## src/rtl/turn_scheduler.sv

```systemverilog
// rtl/turn_scheduler.sv - two-source turning actuator scheduler: pending slots, arbitration, turn and settle timing
// Optional: define TURN_SCHED_ROUND_ROBIN_EN for round-robin arbitration of simultaneous sources (default: A wins).
module turn_scheduler #(
  parameter int TURN_TICKS   = 90,
  parameter int SETTLE_TICKS = 50
) (
  input  logic       i_clk,
  input  logic       i_rst,
  input  logic       i_enable,
  input  logic [2:0] i_a_req,
  input  logic [2:0] i_b_req,
  output logic       o_a_grant,
  output logic       o_b_grant,
  output logic       o_turn_left,
  output logic       o_turn_right,
  output logic       o_exit_forward,
  output logic       o_is_turning,
  output logic       o_drop_flag
);

  localparam int TURN_CW   = $clog2(2 * TURN_TICKS);
  localparam int SETTLE_CW = $clog2(SETTLE_TICKS);
  localparam int CW_RAW    = (TURN_CW > SETTLE_CW) ? TURN_CW : SETTLE_CW;
  localparam int CW        = (CW_RAW < 1) ? 1 : CW_RAW;

  localparam logic [CW-1:0] TURN_LOAD   = CW'(TURN_TICKS - 1);
  localparam logic [CW-1:0] BACK_LOAD   = CW'(2 * TURN_TICKS - 1);
  localparam logic [CW-1:0] SETTLE_LOAD = CW'(SETTLE_TICKS - 1);
  localparam logic [CW-1:0] CNT_ONE     = CW'(1);

  typedef enum logic [1:0] {ST_IDLE, ST_TURN, ST_SETTLE} state_t;

  state_t        r_state;
  logic [CW-1:0] r_cnt;
  logic [2:0]    r_dir;
  logic [2:0]    r_pend_a;
  logic [2:0]    r_pend_b;
  logic          r_a_grant, r_b_grant, r_turn_left, r_turn_right;
  logic          r_exit_forward, r_is_turning, r_drop_flag;

  state_t        w_state_nxt;
  logic [CW-1:0] w_cnt_nxt;
  logic [2:0]    w_dir_nxt;
  logic [2:0]    w_a_new, w_b_new;
  logic          w_pick_b;
  logic          w_grant_a, w_grant_b, w_left, w_right, w_fwd, w_turning;

  // Multi-bit requests collapse to one direction: left > right > back.
  function automatic logic [2:0] f_pick(input logic [2:0] req);
    if (req[0])      return 3'b001;
    else if (req[1]) return 3'b010;
    else if (req[2]) return 3'b100;
    else             return 3'b000;
  endfunction

  assign w_a_new = f_pick(i_a_req);
  assign w_b_new = f_pick(i_b_req);

`ifdef TURN_SCHED_ROUND_ROBIN_EN
  logic r_favour_b;

  assign w_pick_b = (r_pend_b != 3'b000) && ((r_pend_a == 3'b000) || r_favour_b);

  always_ff @(posedge i_clk or posedge i_rst) begin
    if (i_rst) begin
      r_favour_b <= 1'b0;
    end else if (w_grant_a || w_grant_b) begin
      r_favour_b <= w_grant_a;
    end
  end
`else
  assign w_pick_b = (r_pend_b != 3'b000) && (r_pend_a == 3'b000);
`endif

  always_comb begin
    w_state_nxt = r_state;
    w_cnt_nxt   = r_cnt;
    w_dir_nxt   = r_dir;
    w_grant_a   = 1'b0;
    w_grant_b   = 1'b0;
    w_left      = 1'b0;
    w_right     = 1'b0;
    w_fwd       = 1'b0;
    w_turning   = 1'b0;
    if (!i_enable) begin
      w_state_nxt = ST_IDLE;
      w_cnt_nxt   = '0;
    end else begin
      case (r_state)
        ST_IDLE: begin
          if ((r_pend_a != 3'b000) || (r_pend_b != 3'b000)) begin
            w_dir_nxt   = w_pick_b ? r_pend_b : r_pend_a;
            w_grant_a   = !w_pick_b;
            w_grant_b   = w_pick_b;
            w_state_nxt = ST_TURN;
            w_cnt_nxt   = w_dir_nxt[2] ? BACK_LOAD : TURN_LOAD;
            w_left      = w_dir_nxt[0] | w_dir_nxt[2];
            w_right     = w_dir_nxt[1];
            w_turning   = 1'b1;
          end
        end
        ST_TURN: begin
          w_turning = 1'b1;
          if (r_cnt == '0) begin
            w_state_nxt = ST_SETTLE;
            w_cnt_nxt   = SETTLE_LOAD;
            w_fwd       = 1'b1;
          end else begin
            w_cnt_nxt = r_cnt - CNT_ONE;
            w_left    = r_dir[0] | r_dir[2];
            w_right   = r_dir[1];
          end
        end
        ST_SETTLE: begin
          if (r_cnt == '0) begin
            w_state_nxt = ST_IDLE;
          end else begin
            w_cnt_nxt = r_cnt - CNT_ONE;
            w_fwd     = 1'b1;
            w_turning = 1'b1;
          end
        end
        default: w_state_nxt = ST_IDLE;
      endcase
    end
  end

  // A new request on the grant edge wins over the slot clear and is not a drop.
  always_ff @(posedge i_clk or posedge i_rst) begin
    if (i_rst) begin
      r_pend_a    <= 3'b000;
      r_pend_b    <= 3'b000;
      r_drop_flag <= 1'b0;
    end else if (!i_enable) begin
      r_pend_a <= 3'b000;
      r_pend_b <= 3'b000;
    end else begin
      if (w_a_new != 3'b000) begin
        if ((r_pend_a == 3'b000) || w_grant_a) r_pend_a <= w_a_new;
        else r_drop_flag <= 1'b1;
      end else if (w_grant_a) begin
        r_pend_a <= 3'b000;
      end
      if (w_b_new != 3'b000) begin
        if ((r_pend_b == 3'b000) || w_grant_b) r_pend_b <= w_b_new;
        else r_drop_flag <= 1'b1;
      end else if (w_grant_b) begin
        r_pend_b <= 3'b000;
      end
    end
  end

  always_ff @(posedge i_clk or posedge i_rst) begin
    if (i_rst) begin
      r_state        <= ST_IDLE;
      r_cnt          <= '0;
      r_dir          <= 3'b000;
      r_a_grant      <= 1'b0;
      r_b_grant      <= 1'b0;
      r_turn_left    <= 1'b0;
      r_turn_right   <= 1'b0;
      r_exit_forward <= 1'b0;
      r_is_turning   <= 1'b0;
    end else begin
      r_state        <= w_state_nxt;
      r_cnt          <= w_cnt_nxt;
      r_dir          <= w_dir_nxt;
      r_a_grant      <= w_grant_a;
      r_b_grant      <= w_grant_b;
      r_turn_left    <= w_left;
      r_turn_right   <= w_right;
      r_exit_forward <= w_fwd;
      r_is_turning   <= w_turning;
    end
  end

  assign o_a_grant      = r_a_grant;
  assign o_b_grant      = r_b_grant;
  assign o_turn_left    = r_turn_left;
  assign o_turn_right   = r_turn_right;
  assign o_exit_forward = r_exit_forward;
  assign o_is_turning   = r_is_turning;
  assign o_drop_flag    = r_drop_flag;

endmodule

```

## config.mk

```make
export PLATFORM = sky130hd
export DESIGN_NAME = turn_scheduler
export DESIGN_NICKNAME = d
export VERILOG_FILES = /design/src/rtl/turn_scheduler.sv
export SDC_FILE = /design/constraint.sdc
export NUM_CORES = 1
export LEC_CHECK = 0
export CAP_MARGIN = 0
export CORE_UTILIZATION = 40
export DETAILED_ROUTE_END_ITERATION = 16
export MAX_ROUTING_LAYER = met4
export PLACE_DENSITY_LB_ADDON = 0.08
export RECOVER_POWER = 25
export SLEW_MARGIN = 20
export SYNTH_ARGS = -nofsm -noshare
export SYNTH_HDL_FRONTEND = slang
export SYNTH_SLANG_ARGS = --single-unit
```

## constraint.sdc

```tcl
create_clock -name i_clk -period 5.1 [get_ports i_clk]
set_clock_uncertainty 0.05 [all_clocks]
set_input_delay 1.275 -clock i_clk [delete_from_list [all_inputs] [get_ports i_clk]]
set_output_delay 1.275 -clock i_clk [all_outputs]
set_load 0.01 [all_outputs]
```

# After elaboration in Yosys (flattened, before gate mapping)
# Index checks and enable logic that the tools add are counted.
[totals]
regBits = 26
[classes]
bitwise = 2
muxes = 51
reduce_logical = 18
eq_ne = 11
add_sub_neg = 1
[op_table]
columns = ["operator", "count"]
rows = [
  ["$mux 3", 15],
  ["$mux 8", 5],
  ["$pmux 8 s3", 1],
  ["$mux 1", 21],
  ["$ne 3x3->1 const B", 4],
  ["$reduce_bool 3->1", 4],
  ["$reduce_and 3->1", 3],
  ["$logic_not 8->1", 1],
  ["$mux 2", 4],
  ["$sub 8x1->8 const B", 1],
  ["$logic_not 3->1", 2],
  ["$ne 3x1->1 const B", 2],
  ["$ne 3x2->1 const B", 2],
  ["$pmux 1 s2", 3],
  ["$pmux 2 s3", 1],
  ["$ne 4x1->1 const B", 1],
  ["$reduce_and 2->1", 2],
  ["$logic_or 1x1->1", 3],
  ["$pmux 1 s3", 1],
  ["$eq 2x1->1 const B", 1],
  ["$eq 2x2->1 const B", 1],
  ["$logic_not 2->1", 1],
  ["$or 1x1->1", 2],
  ["$logic_and 1x1->1", 1],
  ["$logic_not 1->1", 1],
]

# Depth between registers and ports, before layout
[depth]
word_depth = 11
ltp_mapped = 10

# Worst setup path before layout
# No wires, ideal clock.
[synth_timing]
kind = "input -> register"
from = "input port i_b_req[0]"
to = "register r_pend_b[2]"
required_time_ns = 4.925
setup_time_ns = 0.125
path_stages = 4
setup_slack_ns = 2.905
path_buffers = 0
t_arrival_ns = 2.021
cell_sequence = "nor3_1 nand2b_1 o211ai_1 mux2_2"
[synth_between]
elab_chain_cells = 4
[synth_lines]
columns = ["element", "line_no", "source"]
rows = [
  ["start, declared", "11", "input logic [2:0] i_b_req,"],
  ["$mux 3 (*)", "50", "if (req[0]) return 3'b001;"],
  ["$reduce_bool 3->1 or $mux 3 (tied branches)", "144, 145", ""],
  ["$ne 3x2->1 (no source line), or another cell as far along", "n/a", ""],
  ["$reduce_and 2->1 (no source line) or $mux 3 (tied branches)", "n/a", ""],
  ["end signal, assigned", "145", "if ((r_pend_b == 3'b000) || w_grant_b) r_pend_b <= w_b_new;"],
  ["end, declared", "37", "logic [2:0] r_pend_b;"],
]
# Every way passes the cells marked *; elsewhere a longest branch is shown, timed or not. The select of a mux whose other input is x is not followed.
# A chain may end at the register's enable or synchronous reset.

# Worst setup path in the final report
[layout_timing]
from = "input port i_enable"
to = "register r_pend_b[2]"
[layout_between]
elab_chain_cells = 4
[layout_lines]
columns = ["element", "line_no", "source"]
rows = [
  ["start, declared", "9", "input logic i_enable,"],
  ["$mux 1", "85", "if (!i_enable) begin"],
  ["$logic_or 1x1->1", "145", ""],
  ["$ne 3x2->1 (no source line)", "n/a", ""],
  ["$reduce_and 2->1 (no source line)", "n/a", ""],
]
# Several ways; a longest one is shown, not always the timed one.

==> metrics.txt <==
Final min period=2940 ps; Synth top area share=42.98%; largest net degree at the start of global routing=27; Initial Util=43.65%; Setup CP Type=in -> reg; most frequent cells after synthesis=26 x dfrtp_1, 19 x a21oi_1, 13 x nand2_1, 13 x nor2_1, 13 x o21ai_0; Syn Nets=179; WHS Endpoint=o_drop_flag; via count=1,278; insertion delay to the later sink of the worst-skew pair=270 ps; CP peak stage delay=810 ps; Total Routing Usage GR=18.90%; Worst VDD drop=0.0002282 V; initial antenna violation count=0; Clock Pin Slew Worst Setup and Hold Paths=90 ps; share of layout cells above drive strength 1=6.780%; top post-synthesis cells by area=dfrtp_1 43%, a21oi_1 6.3%, ha_1 5.0%, o21ai_0 4.3%, nand2_1 3.2%; first-pass GRT wire length=5.837 mm; area leader, netlist=dfrtp_1; Final Hold Vio Count=0; CP cell instances=clkdlybuf4s50_1 > inv_1 > nor4b_1 > mux2_2; Most used DFF post-synth=dfrtp_1; Power Density=571.0 nW/um^2; RSZ-0062 raised after global routing=false; total gr overflow=0; setup TNS=0 ps; total of max-cap violations=0; Worst Tran Pin Value=936.0 ps; number of distinct library cells after synthesis=45; vias in the first global route=1,172; min-delay src=o_drop_flag; area of the core region=3468 um^2; CP max FO=15; slowest library cell on the worst path=clkdlybuf4s50_1; synthesized area=1514 um^2; Worst R2R Setup Slack=2880 ps; Clock Tree Buf Depth=2; # DRC=0; hold_buf cts=0; synth-to-layout area growth=16.36%; max frequency=340.1 MHz; clk sink count=26; vias per cell=5.731; Post-Syn Area per Cell=9.231 um^2; EDFF count, synth=0; fin util=50.79%; GPL Wtd Cong=0.8857; CTS tree=yes; final setup fails=0; Worst setup SP type=input port; Syn. warnings=0; die height=63.52 um; antenna viol nets, final=0; r2r endpoint=r_cnt[5]; H-tree depth=1; CTS buffer count=3; Slew Viols, Final=0; Critical path buffers and inverters=2; Hold Crit Class=reg -> reg; most common cell in the netlist=dfrtp_1; CP Capture Type=flop; status=finished, final reports clean; flops & latches, synth=26; sequential fraction of the synthesis area=42.98%; hold path cells=1; Rows=21; Post-DP HPWL=2.376 mm; post-CTS setup buffers=0; WL final=3.338 mm; crit share post-route=57.65%; First-pass DRT Iterations=4; DR WL/cell=14.97 um; Die Width=63.52 um; initial drt markers=110; reg-to-reg startpoint=r_state[1]; Top delay family on crit path=buffers and inverters; Pleak=0.7649 nW; die area=4035 um^2; number of nets in the finished design=193; asr flop ratio synth=100.0%; worst endpoint data arrival time=3100 ps; Required @ worst endpoint=5260 ps; Ant. Diodes=0; I/O Buffers=15; Clock Tree Root=clkbuf_8; worst r2r path cells=8; CTS resizes=0; # IOs=16; worst rel slew slack=37.22%; number of cells produced by synthesis=164
[metal layers]
layer	track usage (%)	vias to the layer above	part of all wire [%]
met5	-	-	0
li1	-	632	-
met4	2.557	0	0.63
met1	26.51	610	50
met3	3.804	2	4.3
met2	28.72	34	45
[worst reg2reg max path, delay by kind of cell, from the launching register on]
kind,cells,cell delay [ps]
compound gates,2,280
fa+ha+maj,1,380
buf+inv,2,350
flops,1,430
mux,1,210
simple gates,2,390
[report_power, final]
group	switching (mW)	leakage (nW)	total (mW)	internal (mW)
Clock	0.0644	0.0357	0.169	0.105
Combinational	0.311	0.387	0.521	0.211
Sequential	0.0538	0.342	0.315	0.262
Total	0.429	0.765	1.01	0.577
[layout make-up]
class	count	area, um^2
Fill cell	344	1707
Multi-Input combinational cell	121	787.0
Sequential cell	26	650.6
Timing Repair Buffer	16	157.7
Tap cell	46	57.56
Clock buffer	3	41.29
Inverter	10	37.54
Clock inverter	1	30.03
[state kept, by name (all words and copies together) (netlist names)]
signal,cells
o_a_grant,1
o_b_grant,1
o_drop_flag,1
o_exit_forward,1
o_is_turning,1
o_turn_left,1
o_turn_right,1
r_cnt,8
r_dir,3
r_pend_a,3
r_pend_b,3
r_state,2
[layout by cell type, fill, tap and decap left out, types with 4 or more instances in the layout]
master / count
ha_1: 6
mux2i_1: 4
nand2_1: 13
a21oi_1: 19
clkdlybuf4s50_1: 14
nand3_1: 4
nor2_1: 13
a211oi_1: 5
inv_1: 9
o21ai_0: 13
dfrtp_1: 26
[how the worst max path moves through the flow]
| stage | from | end | slack [ps] | cells past startpoint |
|---|---|---|---|---|
| floorplan | i_b_req[0] | r_pend_b[2] | 2900 | 4 |
| global placement | i_enable | r_pend_b[2] | 2030 | 4 |
| detailed placement | i_enable | r_pend_b[2] | 1940 | 4 |
| CTS | i_enable | r_pend_b[2] | 2200 | 4 |
| global route | i_enable | r_pend_b[2] | 2030 | 4 |
| finish | i_enable | r_pend_b[2] | 2160 | 4 |
[metrics by stage]
stage	power [mW]	cells	cell area (um^2)	worst slack (ps)	hold WS (ps)
global placement	0.8382	219	1690	2032	425.4
detailed placement	0.8327	219	1690	1941	421.6
floorplan	0.7039	164	1514	2905	399.5
finish	1.006	223	1762	2160	434.9
global route	1.090	223	1762	2030	476.4
CTS	1.004	223	1762	2200	438.9
[logic make-up after synthesis]
family / count (synthesis) / synth area share [%]
multiplexers: 5 / 3.388
buffers and inverters: 17 / 5.041
flip-flops: 26 / 42.97
AO/OA/AOI/OAI: 57 / 24.13
adder cells (fa/ha/maj): 6 / 4.959
AND/OR/NAND/NOR: 53 / 19.51
Note: power is estimated with default switching activity, not from simulation.
